## config.mk

```make
export PLATFORM = sky130hd
export DESIGN_NAME = uart_byte_transmitter
export DESIGN_NICKNAME = d
export VERILOG_FILES = /design/src/rtl/uart_pkg.sv /design/src/rtl/uart_baud_tick.sv /design/src/rtl/uart_byte_transmitter.sv
export SDC_FILE = /design/constraint.sdc
export NUM_CORES = 1
export LEC_CHECK = 0
export ABC_AREA = 1
export CORE_UTILIZATION = 45
export DETAILED_ROUTE_END_ITERATION = 6
export DONT_BUFFER_PORTS = 1
export SYNTH_ARGS = -nofsm -noshare
export SYNTH_HDL_FRONTEND = slang
export SYNTH_SLANG_ARGS = --single-unit
```

## constraint.sdc

```tcl
create_clock -name master_clock -period 1.4 [get_ports master_clock]
set_clock_uncertainty 0.05 [all_clocks]
set_input_delay 0.14 -clock master_clock [delete_from_list [all_inputs] [get_ports master_clock]]
set_output_delay 0.14 -clock master_clock [all_outputs]
set_load 0.03 [all_outputs]
```

## src/rtl/uart_pkg.sv

```systemverilog
// Shared definitions for the UART blocks: FSM state encoding and baud divisor helper.
package uart_pkg;

  typedef logic [2:0] state_t;

  localparam state_t ST_IDLE   = 3'd0;
  localparam state_t ST_START  = 3'd1;
  localparam state_t ST_DATA   = 3'd2;
  localparam state_t ST_PARITY = 3'd3;
  localparam state_t ST_STOP   = 3'd4;

  // Rounded clocks-per-bit; evaluated at elaboration only.
  function automatic int baud_div(input longint clk_freq, input longint baud);
    return int'((clk_freq + baud / 2) / baud);
  endfunction

endpackage

```

## src/rtl/uart_baud_tick.sv

```systemverilog
// Free-running 0..DIV-1 bit-period counter with a one-cycle tick at DIV-1.
// Also intended for the receiver, instantiated with a 16x oversampling divisor.
module uart_baud_tick #(
  parameter int DIV = 2
) (
  input  logic master_clock,
  input  logic reset,
  input  logic clear,
  output logic tick
);

  localparam int             W  = (DIV > 1) ? $clog2(DIV) : 1;
  localparam logic [W-1:0]   TC = W'(DIV - 1);

  logic [W-1:0] count_q;
  logic [W-1:0] count_d;

  assign tick = (count_q == TC) && !clear;

  always_comb begin
    count_d = count_q + 1'b1;
    if (clear || tick) begin
      count_d = '0;
    end
  end

  always_ff @(posedge master_clock) begin
    if (reset) begin
      count_q <= '0;
    end else begin
      count_q <= count_d;
    end
  end

endmodule

```

## src/rtl/uart_byte_transmitter.sv

```systemverilog
// Byte-wide async serial transmitter: 8 data bits LSB first, 1 or 2 stop bits.
// Optional parity bit after the data when UART_TX_PARITY_EN is defined.
//
//  state     | meaning
//  ----------+--------------------------------------------------
//  ST_IDLE   | line high, waiting for TxD_start
//  ST_START  | driving the start bit (0)
//  ST_DATA   | driving data bits 0..7 from the shift register
//  ST_PARITY | driving the parity bit (UART_TX_PARITY_EN only)
//  ST_STOP   | driving STOP_BITS stop bits (1)
module uart_byte_transmitter
  import uart_pkg::*;
#(
  parameter int CLK_FREQ   = 50_000_000,
  parameter int BAUD       = 115200,
  parameter int STOP_BITS  = 1,
  parameter int PARITY_ODD = 0
) (
  input  logic       master_clock,
  input  logic       reset,
  input  logic       TxD_start,
  input  logic [7:0] TxD_data,
  output logic       TxD_busy,
  output logic       TxD
);

  localparam int   DIV       = baud_div(CLK_FREQ, BAUD);
  localparam logic STOP_LAST = (STOP_BITS == 2);

  if (STOP_BITS != 1 && STOP_BITS != 2) begin : g_bad_stop_bits
    $error("uart_byte_transmitter: STOP_BITS must be 1 or 2");
  end
  if (DIV < 2) begin : g_bad_div
    $error("uart_byte_transmitter: CLK_FREQ/BAUD must round to at least 2");
  end
  if (PARITY_ODD != 0 && PARITY_ODD != 1) begin : g_bad_parity_odd
    $error("uart_byte_transmitter: PARITY_ODD must be 0 or 1");
  end

  state_t     state_q,    state_d;
  logic [7:0] shift_q,    shift_d;
  logic [2:0] bit_idx_q,  bit_idx_d;
  logic       stop_cnt_q, stop_cnt_d;
  logic       txd_q,      txd_d;
  logic       busy_q,     busy_d;
`ifdef UART_TX_PARITY_EN
  localparam logic PAR_INV = (PARITY_ODD != 0);
  logic       parity_q,   parity_d;
`endif

  logic tick;
  logic baud_clear;
  logic accept;

  assign accept     = TxD_start && !busy_q && (state_q == ST_IDLE);
  // Holding the counter at 0 while idle makes the start bit a full DIV cycles.
  assign baud_clear = (state_q == ST_IDLE);

  uart_baud_tick #(
    .DIV(DIV)
  ) u_baud_tick (
    .master_clock (master_clock),
    .reset        (reset),
    .clear        (baud_clear),
    .tick         (tick)
  );

  always_comb begin
    state_d    = state_q;
    shift_d    = shift_q;
    bit_idx_d  = bit_idx_q;
    stop_cnt_d = stop_cnt_q;
    txd_d      = txd_q;
    busy_d     = busy_q;
`ifdef UART_TX_PARITY_EN
    parity_d   = parity_q;
`endif

    case (state_q)
      ST_IDLE: begin
        txd_d  = 1'b1;
        busy_d = 1'b0;
        if (accept) begin
          state_d    = ST_START;
          shift_d    = TxD_data;
          bit_idx_d  = 3'd0;
          stop_cnt_d = 1'b0;
          txd_d      = 1'b0;
          busy_d     = 1'b1;
`ifdef UART_TX_PARITY_EN
          parity_d   = (^TxD_data) ^ PAR_INV;
`endif
        end
      end

      ST_START: begin
        if (tick) begin
          state_d   = ST_DATA;
          bit_idx_d = 3'd0;
          txd_d     = shift_q[0];
        end
      end

      ST_DATA: begin
        if (tick) begin
          if (bit_idx_q == 3'd7) begin
`ifdef UART_TX_PARITY_EN
            state_d    = ST_PARITY;
            txd_d      = parity_q;
`else
            state_d    = ST_STOP;
            stop_cnt_d = 1'b0;
            txd_d      = 1'b1;
`endif
          end else begin
            bit_idx_d = bit_idx_q + 3'd1;
            shift_d   = shift_q >> 1;
            txd_d     = shift_q[1];
          end
        end
      end

`ifdef UART_TX_PARITY_EN
      ST_PARITY: begin
        if (tick) begin
          state_d    = ST_STOP;
          stop_cnt_d = 1'b0;
          txd_d      = 1'b1;
        end
      end
`endif

      ST_STOP: begin
        txd_d = 1'b1;
        if (tick) begin
          if (stop_cnt_q == STOP_LAST) begin
            state_d = ST_IDLE;
            busy_d  = 1'b0;
          end else begin
            stop_cnt_d = 1'b1;
          end
        end
      end

      default: begin
        state_d = ST_IDLE;
        txd_d   = 1'b1;
        busy_d  = 1'b0;
      end
    endcase
  end

  always_ff @(posedge master_clock) begin
    if (reset) begin
      state_q    <= ST_IDLE;
      shift_q    <= 8'h00;
      bit_idx_q  <= 3'd0;
      stop_cnt_q <= 1'b0;
      txd_q      <= 1'b1;
      busy_q     <= 1'b0;
`ifdef UART_TX_PARITY_EN
      parity_q   <= 1'b0;
`endif
    end else begin
      state_q    <= state_d;
      shift_q    <= shift_d;
      bit_idx_q  <= bit_idx_d;
      stop_cnt_q <= stop_cnt_d;
      txd_q      <= txd_d;
      busy_q     <= busy_d;
`ifdef UART_TX_PARITY_EN
      parity_q   <= parity_d;
`endif
    end
  end

  assign TxD      = txd_q;
  assign TxD_busy = busy_q;

endmodule

```

==> impl_metrics.yaml <==
drt:
  drt_wl_total_um: 3120
  dr_total_vias: 1332
  postRouteAntennaNets: 0
  drt-initial-drc-count: 46
  wl_per_cell_um: 11.7
  drc_errors: 0
  avgViaCountPerCell: 5.01
  drtPass1Iterations: 5
outcome:
  status: "complete, but fails checks"
  violations: "setup timing"
place:
  pre_cts_ws_ns: -0.103
  port_buffers: 0
  hpwl_um: 1990
  gp_congestion: 0.790
  placed_area_um2: 1520
worst_setup_path:
  crit_path_end_kind: "flop"
  slowest_delay_ns: 0.41
  cpMostUsedCell: "nand2_1"
  path_max_fanout: 5
  start_kind: "flop"
  crit_chain: "nand2_1, nor2_1, nand2_4, nand2_1, nand3_1, nand2_1, nand2_1, nor2_1"
  crit_type: "flop to flop"
  critPathBufInv: 0
  slowest_stage: "dfxtp_1"
  worstPathRequired_ns: 1.63
  cpLargestDelayFamily: "simple AND/OR/NAND/NOR gates"
  cp.arrival_ns: 1.72
timing:
  period_minus_slack_ns: 1.49
  fin_ws_ns: -0.0919
  setup_tns_ns: -0.366
  period_share: 1.07
  setup_viol_count_final: 13
  max_clock_freq_ghz: 0.670
  drv_slew: 0
  max_slew_margin: 0.757
  tightest_slew_ns: 0.364
  final_hold_viol_count: 0
  rsz0062_at_grt: "true"
cells_and_area:
  antennaDiodeCount: 0
  nFillCells: 249
  syn2layout_area_growth_pct: 34.4
  final_util: 0.639
  layout_commonest_cell: "nand2_1"
  final_cell_area_um2: 1780
  layout-drive-gt1-share: 0.315
  fin_nets: 251
  final_cell_mix: "nand2_1 (53), nor2_1 (30), inv_1 (24), buf_4 (24), dfxtp_1 (17)"
floorplan:
  ioPinCount: 13
  die-width_um: 56.2
  core_area_um2: 2780
  std_cell_rows: 19
  die_h_um: 56.2
  start_util: 0.475
  die_area_um2: 3160
clock_network:
  path_clk_slew_ns: 0.15
  root_buffer: "clkbuf_4"
  cts_buffer_depth: 2
  clkSinkCount: 25
  cts_tree: "done"
  clk_latency_ns: 0.33
  cts_max_level: 1
  numCtsBuffers: 3
grt:
  grt_pass1_wl_um: 4970
  grt_max_degree: 16
  antenna_found_initial: 0
  overflow: 0
  grt_pass1_vias: 1191
  grt_use_total: 0.198
power:
  power.leakage_nw: 0.855
  ir_drop_uv: 1390
  p_total_w: 0.00358
  powerDensity_nw_per_um2: 2010
synthesis:
  synthTopCellsByArea: "dfxtp_1 (38%), nand2_1 (17%), nor2_1 (9.6%)"
  synth_seq_cells: 25
  yosysUniqueCellTypes: 24
  syn_nets: 218
  synth_area_um2: 1320
  ys_seq_area_frac: 0.378
  synth_cells: 203
  syn_area_per_cell_um2: 6.51
  synth_top_area_share: 0.378
  yosysTopAreaCell: "dfxtp_1"
  ys_warn_count: 0
job:
  maxCapViolCount: 0
min_path:
  hp-class: "input port to flop"
-- path summary, 6_finish.rpt --
kind	start	to	slack, ns	cells past startpoint
worst max-delay path	u_baud_tick.count_q[4]	state_q[1]	-0.09	8
worst max register to register	u_baud_tick.count_q[4]	state_q[1]	-0.09	8
worst min register to register	shift_q[2]	shift_q[2]	0.43	2
worst min-delay path	reset	u_baud_tick.count_q[0]	0.05	4
-- timing repair --
item	4_1_cts	5_1_grt
gates cloned	0	1
hold buffers	3	0
hold endpoints to repair	4	0
setup endpoints to repair	16	24
gates resized for setup	16	24
setup buffers	4	6
pin swaps	9	23
-- power breakdown --
group / internal (W) / leakage, nW / switching (W)
clock network: 0.000110 / 0.0139 / 0.000238
logic: 0.000882 / 0.633 / 0.00118
registers: 0.000956 / 0.208 / 0.000206
total: 0.00195 / 0.855 / 0.00163
-- area by class of cell --
class / instances / area, um2 / area share
Clock buffer: 3 / 22.5 / 0.0127
Tap cell: 31 / 38.8 / 0.0218
Timing Repair Buffer: 32 / 269 / 0.151
Clock inverter: 1 / 7.51 / 0.00422
Sequential cell: 25 / 510 / 0.287
Inverter: 30 / 118 / 0.0662
Multi-Input combinational cell: 144 / 812 / 0.457
-- through the flow --
step                      instances  hold slack [ns]
after floorplan                 203            0.152
after global placement          249            0.157
after detailed placement        249            0.160
after CTS                       260           0.0581
after global routing            266           0.0591
final                           266           0.0538
-- flip-flops by register name, summed over array words and instances (netlist names) --
name / flops
TxD: 1
TxD_busy: 1
bit_idx_q: 3
shift_q: 8
state_q: 3
u_baud_tick.count_q: 9
-- cell families (layout without fill, tap and decap cells) --
logic type,Yosys count,after routing,synth area share
flops,25,25,0.378
xor+xnor,5,5,0.0331
simple gates,128,128,0.414
buf+inv,34,66,0.108
compound gates,7,7,0.0284
fa+ha+maj,4,4,0.0378
-- worst register-to-register path: cells and delay by family (launching register included) --
| family | cells | cell delay, ns |
|---|---|---|
| DFF | 1 | 0.41 |
| and+or+nand+nor | 8 | 0.99 |
-- Yosys cell counts, drive strengths merged --
cell type / instances
buf: 3
nand4: 5
dfxtp: 25
and2: 1
nand3: 20
nor2: 35
or2: 1
a211oi: 1
o21ai: 2
nor3: 2
a21oi: 4
inv: 30
nand2: 64
xor2: 4
ha: 4
clkbuf: 1
xnor2: 1
-- per-layer routing --
metal / up-vias / global-route usage / part of all wire
li1: 689 / - / -
met4: 0 / 0.0976 / 0.017
met1: 615 / 0.270 / 0.47
met2: 23 / 0.311 / 0.48
met5: - / 0 / 0
met3: 5 / 0.0209 / 0.029
(Power assumes the default switching activity.)
